===== src/rtl/if_id_queue_if.sv =====
// rtl/if_id_queue_if.sv - fetch/decode handshake bundle for the instruction buffer
interface if_id_queue_if #(
  parameter int WIDTH = 16
);
  logic [WIDTH-1:0] instruc;
  logic [WIDTH-1:0] seq_PC;
  logic             flush;
  logic             en_PC;
  logic             dec_valid;
  logic             dec_ready;
  logic [WIDTH-1:0] dec_instruc;
  logic [WIDTH-1:0] dec_seq_PC;

  // master is the pipeline around the buffer, slave is the buffer itself
  modport master (
    output instruc, seq_PC, flush, dec_ready,
    input  en_PC, dec_valid, dec_instruc, dec_seq_PC
  );

  modport slave (
    input  instruc, seq_PC, flush, dec_ready,
    output en_PC, dec_valid, dec_instruc, dec_seq_PC
  );
endinterface


===== src/rtl/if_id_queue.sv =====
// rtl/if_id_queue.sv - IF/ID instruction FIFO with fetch stall and branch flush
// Optional HALT detection enabled by defining IF_ID_HALT_DETECT_EN.
module if_id_queue #(
  parameter int DEPTH = 4,
  parameter int WIDTH = 16
) (
  input  logic                   clk,
  input  logic                   rst,
  if_id_queue_if.slave           bus,
  output logic [$clog2(DEPTH):0] count,
  output logic                   halted
);
  localparam int AW = $clog2(DEPTH);
  localparam logic [AW:0] FULL_COUNT = (AW+1)'(DEPTH);

  logic [2*WIDTH-1:0] mem [DEPTH];
  logic [AW-1:0]      rd_ptr;
  logic [AW-1:0]      wr_ptr;
  logic               full;
  logic               empty;
  logic               push;
  logic               pop;

  assign full  = (count == FULL_COUNT);
  assign empty = (count == '0);

  // push looks only at current occupancy so en_PC never depends on dec_ready
  assign push = ~full & ~bus.flush & ~halted;
  assign pop  = ~empty & bus.dec_ready & ~bus.flush;

  assign bus.en_PC     = push | bus.flush;
  assign bus.dec_valid = ~empty;
  assign {bus.dec_instruc, bus.dec_seq_PC} = mem[rd_ptr];

  always_ff @(posedge clk or posedge rst) begin
    if (rst) begin
      rd_ptr <= '0;
      wr_ptr <= '0;
      count  <= '0;
      for (int i = 0; i < DEPTH; i++) begin
        mem[i] <= '0;
      end
    end else if (bus.flush) begin
      rd_ptr <= '0;
      wr_ptr <= '0;
      count  <= '0;
    end else begin
      if (push) begin
        mem[wr_ptr] <= {bus.instruc, bus.seq_PC};
        wr_ptr      <= wr_ptr + 1'b1;
      end
      if (pop) begin
        rd_ptr <= rd_ptr + 1'b1;
      end
      case ({push, pop})
        2'b10:   count <= count + 1'b1;
        2'b01:   count <= count - 1'b1;
        default: count <= count;
      endcase
    end
  end

`ifdef IF_ID_HALT_DETECT_EN
  // the HALT word itself is queued; only later fetches are frozen
  always_ff @(posedge clk or posedge rst) begin
    if (rst) begin
      halted <= 1'b0;
    end else if (bus.flush) begin
      halted <= 1'b0;
    end else if (push && (bus.instruc[15:11] == 5'b00000)) begin
      halted <= 1'b1;
    end
  end
`else
  assign halted = 1'b0;
`endif
endmodule


===== src/flat_wrapper.sv =====
// flat-port wrapper written by rule: the top's interface ports become plain ports
module if_id_queue_flat 
#(
  parameter int DEPTH = 4,
  parameter int WIDTH = 16
)
  (clk, rst, count, halted, bus_instruc, bus_seq_PC, bus_flush, bus_dec_ready, bus_en_PC, bus_dec_valid, bus_dec_instruc, bus_dec_seq_PC);
  if_id_queue_if #(.WIDTH(WIDTH)) bus_i ();
  input  logic clk;
  input  logic rst;
  output logic [$clog2(DEPTH):0] count;
  output logic halted;
  input wire logic [$bits(bus_i.instruc)-1:0] bus_instruc;
  input wire logic [$bits(bus_i.seq_PC)-1:0] bus_seq_PC;
  input wire logic [$bits(bus_i.flush)-1:0] bus_flush;
  input wire logic [$bits(bus_i.dec_ready)-1:0] bus_dec_ready;
  output wire logic [$bits(bus_i.en_PC)-1:0] bus_en_PC;
  output wire logic [$bits(bus_i.dec_valid)-1:0] bus_dec_valid;
  output wire logic [$bits(bus_i.dec_instruc)-1:0] bus_dec_instruc;
  output wire logic [$bits(bus_i.dec_seq_PC)-1:0] bus_dec_seq_PC;
  assign bus_i.instruc = bus_instruc;
  assign bus_i.seq_PC = bus_seq_PC;
  assign bus_i.flush = bus_flush;
  assign bus_i.dec_ready = bus_dec_ready;
  assign bus_en_PC = bus_i.en_PC;
  assign bus_dec_valid = bus_i.dec_valid;
  assign bus_dec_instruc = bus_i.dec_instruc;
  assign bus_dec_seq_PC = bus_i.dec_seq_PC;
  if_id_queue #(.DEPTH(DEPTH), .WIDTH(WIDTH)) u_core (.clk(clk), .rst(rst), .bus(bus_i), .count(count), .halted(halted));
endmodule

===== config.mk =====
export PLATFORM = sky130hd
export DESIGN_NAME = if_id_queue_flat
export DESIGN_NICKNAME = d
export VERILOG_FILES = /design/src/rtl/if_id_queue_if.sv /design/src/rtl/if_id_queue.sv /design/src/flat_wrapper.sv
export SDC_FILE = /design/constraint.sdc
export NUM_CORES = 1
export LEC_CHECK = 0
export BUFFER_PORTS_ARGS = -buffer_cell sky130_fd_sc_hd__clkbuf_2
export CAP_MARGIN = 25
export CORE_ASPECT_RATIO = 1.5
export CORE_MARGIN = 5
export CORE_UTILIZATION = 58
export CTS_CLUSTER_DIAMETER = 120
export DETAILED_ROUTE_END_ITERATION = 16
export PLACE_DENSITY = 0.91
export SYNTH_ARGS = -nofsm -noshare
export SYNTH_HDL_FRONTEND = slang
export SYNTH_SLANG_ARGS = --single-unit
export TNS_END_PERCENT = 20

===== constraint.sdc =====
create_clock -name clk -period 6.6 [get_ports clk]
set_clock_uncertainty 0.1 [all_clocks]
set_input_delay 1.32 -clock clk [delete_from_list [all_inputs] [get_ports clk]]
set_output_delay 1.32 -clock clk [all_outputs]
set_load 0.05 [all_outputs]

After elaboration in Yosys (flattened, before gate mapping)
Index checks and enable logic that the tools add are counted. W data, S select, Z words.

Bits in registers: 135. Input port bits: 36. Output and inout bits: 38. Word-level logic and storage cells: 44.

Equality and inequality tests: 3. Bitwise operators: 9. Add/sub/neg operators: 4. Order comparisons: 3. Reductions and logical operators: 6. Muxes and demuxes: 12.

Operator list (count): $bwmux W128 (1); $mux W32 (3); $bmux W32 S2 (1); $demux W32 S2 (1); $mux W2 (4); $ge A3 B3 Y1 const B (2); $not A2 Y3 (2); $pmux W3 S2 (1); $add A2 B1 Y2 const B (2); $reduce_bool A2 Y1 (2); $add A3 B1 Y3 const B (1); $and A1 B1 Y1 (3); $eq A3 B3 Y1 const B (1); $logic_not A3 Y1 (1); $lt A3 B1 Y1 const B (1); $mux W3 (1); $not A1 Y1 (3); $reduce_bool A3 Y1 (1); $sub A3 B1 Y3 const B (1); $eq A2 B1 Y1 const B (1); $eq A2 B2 Y1 const B (1); $reduce_and A2 Y1 (1); $logic_and A1 B1 Y1 (1); $or A1 B1 Y1 (1).

Logic depth before layout (Yosys ltp)
Gate-level depths: netlist of the first run.

Word-level depth: 7. Gate-level depth with buffers: 8. Gate-level depth less buffers: 7.

Least setup slack after synthesis of the first run
OpenSTA, ideal clock, no wires.

Path type: input to output. Start point: in bus_flush. End point: out bus_en_PC. Required time: 5180 ps. Setup slack: 3136 ps. Arrival time: 2044 ps. Stages on the path: 2. Cell sequence: buf_1 or2b_1.

Word-level cells in the longest chain between the ends: 3.

Ends and longest elaborated chain: start: declaration (RTL line flat_wrapper.sv:15) `input wire logic [$bits(bus_i.flush)-1:0] bus_flush;`; $not A1 Y1 (no source line); $and A1 B1 Y1 (RTL line if_id_queue.sv:28) `assign push = ~full & ~bus.flush & ~halted;`; $or A1 B1 Y1 * (RTL line if_id_queue.sv:31) `assign bus.en_PC = push | bus.flush;`; end: declaration (RTL line flat_wrapper.sv:17) `output wire logic [$bits(bus_i.en_PC)-1:0] bus_en_PC;`.

Every way passes the cells marked *; elsewhere a longest branch is shown, timed or not.

Worst setup path in the final report of the first run
Start point: reg u_core.rd_ptr[0]. End point: out bus_dec_instruc[11].

Word-level cells in the longest chain between the ends: 4.

Ends and longest elaborated chain: start: declaration (RTL line if_id_queue.sv:17) `logic [AW-1:0] rd_ptr;`; start signal: assignment (RTL line if_id_queue.sv:53) `rd_ptr <= rd_ptr + 1'b1;`; $not A2 Y3 (not written as such) (RTL line if_id_queue.sv:33) `assign {bus.dec_instruc, bus.dec_seq_PC} = mem[rd_ptr];`; $bmux W32 S2 (RTL line if_id_queue.sv:33); $mux W32 (not written as such) (2 in a row) (RTL line if_id_queue.sv:33); end: declaration (RTL line flat_wrapper.sv:19) `output wire logic [$bits(bus_i.dec_instruc)-1:0] bus_dec_instruc;`.

Every way passes these cells. The select of a mux whose other input is x is not followed.

==> results of run 1 <==
==> registers in the layout, summed over array words and instances, names as in the netlist <==
name           flops
u_core.wr_ptr      2
u_core.rd_ptr      2
u_core.mem       128
u_core.count       3
==> cell families (layout without fill, tap and decap cells) <==
group,count (synthesis),count (layout)
xor+xnor,3,3
flops,135,135
simple gates,20,20
mux,161,161
compound gates,9,9
buf+inv,30,116
other cells,1,1
fa+ha+maj,5,5
==> power by group through the flow <==
stage / logic [mW] / registers [mW] / clock network, mW
2_1_floorplan: 0.978 / 1.31 / 0
3_3_place_gp: 1.11 / 1.35 / 0
3_5_place_dp: 1.14 / 1.39 / 0
4_1_cts: 1.15 / 1.39 / 0.967
5_1_grt: 1.22 / 1.43 / 1.01
6_report: 1.14 / 1.39 / 0.955
==> cells in the mapped netlist, drive strengths merged, types with 2 or more instances <==
cell type and instances:
a21oi 4, buf 24, dfrtp 135, ha 4, inv 5, mux2 128
mux4 32, nand2 2, nor2 7, nor3b 6, or2b 2, xor2 2
==> routing by layer <==
metal	track usage [%]	vias to the layer above	routed length, um
li1	-	1500	-
met1	25.43	1788	4616
met2	35.42	74	6392
met3	6.448	18	555
met4	7.309	0	156
met5	0	-	0
==> area by class of cell <==
type / instances / area [um2]
multi-input combinational: 199 / 2502
tap: 141 / 176.4
inverter: 5 / 21.27
clock inverter: 12 / 148.9
sequential: 135 / 3381
clock buffer: 20 / 456.7
fill: 659 / 3072
timing repair buffer: 79 / 432.9
==> through the flow <==
step	power (mW)	hold slack, ps	setup slack, ps
after detailed placement	2.534	390.2	3070
final	3.478	400.3	2818
after CTS	3.506	403.5	2762
after global routing	3.659	417.2	2664
after global placement	2.463	383.0	3090
after floorplan	2.290	375.1	1569
==> critical path: stages, from the launching register on <==
cell	delay (ps)
dfrtp_2	650
buf_4	450
mux4_2	580
clkbuf_2	260
==> how the worst max path moves through the flow <==
stage / end / cells past startpoint / start
after floorplan: u_core.count[0]$_DFFE_PP0P_ / 1 / rst
after global placement: bus_en_PC / 3 / bus_flush
after detailed placement: bus_en_PC / 3 / bus_flush
after CTS: bus_dec_instruc[11] / 3 / u_core.rd_ptr[0]$_DFFE_PP0P_
after global routing: bus_dec_instruc[11] / 3 / u_core.rd_ptr[0]$_DFFE_PP0P_
final: bus_dec_instruc[11] / 3 / u_core.rd_ptr[0]$_DFFE_PP0P_
==> reports/metrics.yaml, run 1 <==
min_path_type: "register to register"
regToRegStartpoint: "u_core.count[1]$_DFFE_PP0P_"
synth.area.mux_share_pct: 35.76
hold_depth: 1
dpl.hpwl_mm: 7.254
path_clk_slew_ps: 50
clock_latency_ps: 410
synth_seq_cells: 135
post-route-period-util_pct: 57.30
layout-drive-gt1-share_pct: 62.22
layout_commonest_cell: "dfrtp_1"
synth_fa_ha_area_share_pct: 1.153
synth.distinct_cells: 30
r2r-end: "u_core.mem[104]$_DFFE_PP0P_"
totalWireLength_mm: 11.72
cts.sinks: 135
ios: 74
final_cells: 591
syn2layout_area_growth_pct: 17.20
synth_xor_area_share_pct: 0.4325
synthCells: 364
switching_share_pct: 33.68
synth-edff-count: 0
rows: 45
final_hold_viol_count: 0
antenna_found_initial: 0
cap_violations: 0
synth_compound_area_share_pct: 0.9681
route.detailed.drc: 0
critPathMaxFanout: 21
layout_common_cells: "dfrtp_1, mux2_2, clkbuf_2"
power_density_nw_per_um2: 488.5
cts_hold_buffers: 0
clkPwrFrac_pct: 27.5
die_w_um: 93.56
h-tree-depth: 4
fp.dieH_um: 135.3
detail_route.iter0.violations: 141
grt_max_degree: 88
core_um2: 10190
grt_pass1_vias: 3871
synth_area_um2: 6075
synth-simple-area-share_pct: 2.410
synth_largest_area_cell: "dfrtp_1"
die-area_um2: 12660
finalSetupViolations: 0
synth_top_family_by_area: "multiplexers"
cp.required_ps: 5180
grt_pass1_wl_mm: 20.14
worstHoldStart: "u_core.mem[12]$_DFFE_PP0P_"
finalMaxSlewViolations: 0
outcome: "complete, no violations"
antenna_left: 0
syn_area_per_cell_um2: 16.69
start_util_pct: 59.61
start_kind: "register"
r2r_slack_ps: 4000
rr_worst_depth: 4
dp.cells: 558
placed_area_um2: 6486
fin_util_pct: 69.86
seq_area_frac_synth_pct: 55.61
holdPathEnd: "u_core.mem[12]$_DFFE_PP0P_"
slew_headroom_pct: 33.25
rsz0062_at_grt: "false"
critPathKind: "register to output pin"
grt_use_total_pct: 20.94
p_seq_share_pct: 39.9
yosys_warnings: 0
cts_buffers: 17
avgViaCountPerCell: 5.719
post-cts-setup-buffer-count: 0
final_area_um2: 7119
vdd_drop_max_mv: 0.2466
n_antenna_cell: 0
endpoint_kind: "output pin"
cts_resized: 0
power.internal_mw: 2.306
clock.fmax_mhz: 264.4
ys.flop_type: "dfrtp_1"
leakage_nw: 3.042
worst_pin_slew_ps: 1001
clock-root-buffer: "clkbuf_16"
gp_congestion: 0.7320
clock_path_buffers: 2
numPortBuffers: 72
first_pass_iters: 4
route.vias.total: 3380
p_switching_mw: 1.171
grt_overflow_total: 0
ys_top_cells_by_area: "dfrtp_1, mux2_2, mux4_2"
cts_tree: "done"
nets: 478
synth_top_area_share_pct: 55.61
crit_arrival_ps: 2360
p_comb_share_pct: 32.7
syn_nets: 405
post_drt_wl_per_cell_um: 19.83
async_flop_share_pct: 100.0
setup_tns_ps: 0
period_minus_slack_ps: 3782
No activity file was read; power rests on OpenSTA's default activity.
==> run 2: changes to the inputs <==
--- a/config.mk
+++ b/config.mk
@@ -5,14 +5,15 @@
 export SDC_FILE = /design/constraint.sdc
 export NUM_CORES = 1
 export LEC_CHECK = 0
+export ABC_AREA = 1
 export BUFFER_PORTS_ARGS = -buffer_cell sky130_fd_sc_hd__clkbuf_2
 export CAP_MARGIN = 25
 export CORE_ASPECT_RATIO = 1.5
 export CORE_MARGIN = 5
-export CORE_UTILIZATION = 58
+export CORE_UTILIZATION = 53
 export CTS_CLUSTER_DIAMETER = 120
 export DETAILED_ROUTE_END_ITERATION = 16
-export PLACE_DENSITY = 0.91
+export PLACE_DENSITY = 0.87
 export SYNTH_ARGS = -nofsm -noshare
 export SYNTH_HDL_FRONTEND = slang
 export SYNTH_SLANG_ARGS = --single-unit
==> constraint.sdc (replaced) <==
create_clock -name clk -period 3.15 [get_ports clk]
set_clock_uncertainty 0.1 [all_clocks]
set_input_delay 0.63 -clock clk [delete_from_list [all_inputs] [get_ports clk]]
set_output_delay 0.63 -clock clk [all_outputs]
set_load 0.05 [all_outputs]
==> reports/metrics.yaml, run 2 <==
outcome: "complete, no violations"
start_util_pct: 53.87
synthMostInstantiatedCell: "nand2_1"
cap_violations: 0
cts_resized: 0
endpoint_kind: "output pin"
first_pass_iters: 5
totalWireLength_mm: 14.07
worst_pin_slew_ps: 730.0
power_density_nw_per_um2: 1159
synth_fa_ha_area_share_pct: 1.088
grt_pass1_wl_mm: 24.26
yosys_warnings: 0
n_antenna_cell: 0
path_clk_slew_ps: 60
crit_path_start: "u_core.rd_ptr[0]$_DFFE_PP0P_"
post-cts-setup-buffer-count: 0
final_area_um2: 7277
synth-simple-area-share_pct: 14.12
path_buf_inv: 2
die-area_um2: 14500
cts_hold_buffers: 0
synth.area.mux_share_pct: 0
slew_headroom_pct: 51.34
crit_chain: "buf_4 -> o21ai_0 -> o22ai_1 -> clkbuf_2"
worst_path_dominant_cell_family: "buffers and inverters"
layout_commonest_cell: "nand2_1"
grt_pass1_vias: 5053
critPathKind: "register to output pin"
grt_use_total_pct: 20.71
synth-edff-count: 0
avgViaCountPerCell: 5.480
cts_buffers: 17
synth_largest_area_cell: "dfrtp_1"
numPortBuffers: 72
setup_tns_ps: 0
period_minus_slack_ps: 2806
regToRegStartpoint: "u_core.count[1]$_DFFE_PP0P_"
min_path_type: "input port to async pin"
clock_latency_ps: 410
max_flop_register: "u_core.mem"
cp.required_ps: 2420
ios: 74
cp_slowest_cell: "buf_4"
route.vias.total: 4921
start_kind: "register"
antenna_left: 0
syn_area_per_cell_um2: 9.484
crit_arrival_ps: 2080
antenna_found_initial: 0
syn2layout_area_growth_pct: 13.00
synth_compound_area_share_pct: 23.74
gp_congestion: 0.8081
clock.fmax_mhz: 356.4
syn_nets: 720
cts_tree: "done"
rsz0062_at_grt: "false"
clock-root-buffer: "clkbuf_16"
layout_common_cells: "nand2_1, dfrtp_1, o21ai_2"
grt_max_degree: 136
synth_area_um2: 6440
synthCells: 679
layout-drive-gt1-share_pct: 27.38
core_um2: 11960
die_w_um: 100
ys.flop_type: "dfrtp_1"
max_stage_delay_ps: 520
cts.sinks: 135
final_hold_viol_count: 0
leakage_nw: 3.541
fp.dieH_um: 145.0
dpl.hpwl_mm: 8.407
synth_top_family_by_area: "compound AO/OA/AOI/OAI gates"
largest_registers: "u_core.mem (128), u_core.count (3)"
vdd_drop_max_mv: 0.6112
detail_route.iter0.violations: 426
h-tree-depth: 4
rows: 49
synth_seq_cells: 135
synth_xor_area_share_pct: 0
synth.distinct_cells: 25
clock_path_buffers: 2
largest_reg_flops: 128
route.detailed.drc: 0
post-route-period-util_pct: 89.07
synth_common_cells: "nand2_1, dfrtp_1, o21ai_2"
post_drt_wl_per_cell_um: 15.66
async_flop_share_pct: 100.0
placed_area_um2: 6703
finalSetupViolations: 0
nets: 773
fill_cells: 973
seq_area_frac_synth_pct: 52.46
grt_overflow_total: 0
finalMaxSlewViolations: 0
critPathMaxFanout: 65
ys_top_cells_by_area: "dfrtp_1, o21ai_2, nand2_1"
synth_top_area_share_pct: 52.46
run 2: cell types whose count changed in the layout (fill, tap and decap cells not counted), sizes merged, moves of 2 or more:
cell / delta
clkbuf: +3
or2b: -2
mux4: -32
nor3b: -6
nand3: +4
inv: +35
clkinv: -2
o21ai: +196
o22ai: +33
xor2: -2
nand2: +146
mux2: -128
nor2: +58
run 2: layer usage:
layer | routed length (um) | up-vias | track usage (%)
li1 | - | 2370 | -
met1 | 5705 | 2396 | 25.53
met2 | 7386 | 125 | 34.89
met3 | 581 | 30 | 4.083
met4 | 391 | 0 | 9.238
met5 | 0 | - | 0
run 2: metrics by stage:
stage / setup slack (ps) / hold slack (ps) / utilization (%) / cells / total power [mW]
floorplan: 740.8 / 349.6 / - / 679 / 5.801
global placement: 783.7 / 359.4 / 56.06 / 866 / 6.381
detailed placement: 783.4 / 362.6 / 56.06 / 866 / 6.492
CTS: 347.9 / 348.3 / 60.87 / 898 / 8.486
global route: 237.6 / 355.2 / 60.87 / 898 / 8.967
finish: 344.1 / 293.0 / 60.87 / 898 / 8.435
run 2: worst reg2reg max path: stages, from the launching register on:
cell	delay, ps
dfrtp_1	430
nor2_2	200
nand2_2	100
nand2_4	100
inv_8	70
nand2_8	320
nand2_1	240
o21ai_2	100
run 2: area by class of cell:
cell class | count | area, um2 | area share (%)
inverter | 42 | 168.9 | 2.321
tap | 153 | 191.4 | 2.631
multi-input combinational | 457 | 2512 | 34.53
clock inverter | 9 | 126.4 | 1.737
timing repair buffer | 79 | 450.4 | 6.190
sequential | 135 | 3379 | 46.44
clock buffer | 23 | 447.9 | 6.155
run 2: power by group:
part           switching (mW)  internal, mW
sequential              0.450          2.54
clock                   0.702          1.24
combinational            2.49          1.01
total                    3.64          4.79
run 2: logic make-up after synthesis:
group / count (synthesis)
and+or+nand+nor: 219
adders and majority gates: 5
DFF: 135
AOI/OAI and AO/OA: 232
buffers and inverters: 87
other: 1
run 2: worst paths after layout:
path | endpoint | slack [ps] | cells past startpoint
min in group clk | u_core.mem[34]$_DFFE_PP0P_ | 370 | 2
worst min register to register | u_core.mem[34]$_DFFE_PP0P_ | 370 | 2
worst min-delay path | u_core.mem[10]$_DFFE_PP0P_ | 290 | 3
worst max register to register | u_core.mem[117]$_DFFE_PP0P_ | 1400 | 7
worst max-delay path | bus_dec_seq_PC[12] | 340 | 4
max in group asynchronous | u_core.rd_ptr[0]$_DFFE_PP0P_ | 2100 | 3
==> run 3: changes to the inputs <==
--- a/config.mk
+++ b/config.mk
@@ -5,15 +5,14 @@
 export SDC_FILE = /design/constraint.sdc
 export NUM_CORES = 1
 export LEC_CHECK = 0
-export ABC_AREA = 1
 export BUFFER_PORTS_ARGS = -buffer_cell sky130_fd_sc_hd__clkbuf_2
 export CAP_MARGIN = 25
 export CORE_ASPECT_RATIO = 1.5
 export CORE_MARGIN = 5
-export CORE_UTILIZATION = 53
+export CORE_UTILIZATION = 52
 export CTS_CLUSTER_DIAMETER = 120
 export DETAILED_ROUTE_END_ITERATION = 16
-export PLACE_DENSITY = 0.87
+export PLACE_DENSITY = 0.86
 export SYNTH_ARGS = -nofsm -noshare
 export SYNTH_HDL_FRONTEND = slang
 export SYNTH_SLANG_ARGS = --single-unit
==> reports/metrics.yaml, run 3 (synthesis results as in run 1) <==
outcome: "complete, no violations"
leakage_nw: 3.129
regToRegStartpoint: "u_core.count[1]$_DFFE_PP0P_"
r2r_slack_ps: 760
nets: 487
cts.sinks: 135
cts_tree: "done"
critPathMaxFanout: 12
ios: 74
h-tree-depth: 4
power_density_nw_per_um2: 1047
start_util_pct: 52.96
holdWs_ps: 395.1
post-route-period-util_pct: 89.22
setup_ws_ps: 339.6
min_path_type: "input port to register"
fp.dieH_um: 142.4
post_drt_wl_per_cell_um: 21.00
antenna_left: 0
hold_depth: 2
layout_common_cells: "dfrtp_1, mux2_2, clkbuf_2"
first_pass_iters: 4
clock.fmax_mhz: 355.8
n_antenna_cell: 0
cts_resized: 0
worstHoldStart: "bus_instruc[9]"
detail_route.iter0.violations: 163
largest_registers: "u_core.mem (128), u_core.count (3)"
core_um2: 11470
finalSetupViolations: 0
gp_congestion: 0.7839
finalMaxSlewViolations: 0
critPathKind: "register to output pin"
cp.required_ps: 2420
totalWireLength_mm: 12.79
crit_arrival_ps: 2080
vdd_drop_max_mv: 0.4289
grt_pass1_wl_mm: 21.33
syn2layout_area_growth_pct: 20.39
post-cts-setup-buffer-count: 0
largest_reg_flops: 128
layout_commonest_cell: "dfrtp_1"
start_kind: "register"
clock_path_buffers: 2
grt_max_degree: 45
route.detailed.drc: 0
grt_pass1_vias: 4026
worst_pin_slew_ps: 636.3
cap_violations: 0
holdPathEnd: "u_core.mem[89]$_DFFE_PP0P_"
max_flop_register: "u_core.mem"
clock_latency_ps: 410
cts_hold_buffers: 0
rr_worst_depth: 6
final_cells: 609
clock-root-buffer: "clkbuf_16"
rows: 48
cts_buffers: 17
die-area_um2: 13990
layout-drive-gt1-share_pct: 62.96
period_minus_slack_ps: 2810
slew_headroom_pct: 57.04
r2r-end: "u_core.count[1]$_DFFE_PP0P_"
dp.cells: 575
final_hold_viol_count: 0
die_w_um: 98.25
rsz0062_at_grt: "false"
endpoint_kind: "output pin"
numPortBuffers: 72
path_clk_slew_ps: 60
grt_use_total_pct: 19.73
antenna_found_initial: 0
avgViaCountPerCell: 5.721
route.vias.total: 3484
dp_slack_ps: 701.7
grt_overflow_total: 0
setup_tns_ps: 0
dpl.hpwl_mm: 8.249
## run 3: changes by cell type in the layout (fill, tap and decap cells not counted), sizes merged, moves of 4 or more
cell,change
buf,+8
inv,-36
mux2,+128
mux4,+32
nand2,-146
nand3,-4
nor2,-58
nor3b,+6
o21ai,-196
o22ai,-33
## run 3: worst max-delay path: stages (launching register included)
cell      delay, ps
dfrtp_1         540
nor3b_4         590
or2b_1          300
clkbuf_2        240
## run 3: metal layers
layer  track usage, %  routed length, um  up-vias  share of wire (%)
li1                 -                  -     1510                  -
met1            22.58               4956     1859                 39
met2            34.89               6946       89                 54
met3            5.150                532       26                4.2
met4            8.561                353        0                2.8
met5                0                  0        -                  0
## run 3: where the power goes
part           leakage (nW)  switching [mW]  internal (mW)
Combinational          1.18            1.36           1.10
Clock                 0.336           0.729           1.55
Sequential             1.61           0.450           2.48
## run 3: worst max-delay path by stage
stage                                start                           to  slack, ps  cells after the start
6_report       u_core.count[1]$_DFFE_PP0P_                    bus_en_PC        340                      3
5_1_grt        u_core.count[1]$_DFFE_PP0P_                    bus_en_PC        210                      3
4_1_cts        u_core.count[1]$_DFFE_PP0P_                    bus_en_PC        300                      3
3_5_place_dp                     bus_flush   u_core.mem[27]$_DFFE_PP0P_        700                      4
3_3_place_gp                     bus_flush    u_core.mem[7]$_DFFE_PP0P_        770                      4
2_1_floorplan  u_core.count[1]$_DFFE_PP0P_  u_core.count[1]$_DFFE_PP0P_        480                      7
## run 3: area by class of cell
class                      instances  area, um2
fill                             802       4158
sequential                       135       3381
multi-input combinational        199       2502
timing repair buffer              88      533.0
clock buffer                      20      466.7
clock inverter                    12      220.2
tap                              150      187.7
inverter                           5      22.52
## run 3: per-stage QoR
step | power [mW] | cell area [um2] | utilization [%]
global route | 7.997 | 7313 | 63.75
CTS | 7.709 | 7283 | 63.49
floorplan | 4.799 | 6078 | -
finish | 7.655 | 7313 | 63.75
global placement | 5.230 | 6596 | 57.50
detailed placement | 5.375 | 6596 | 57.50
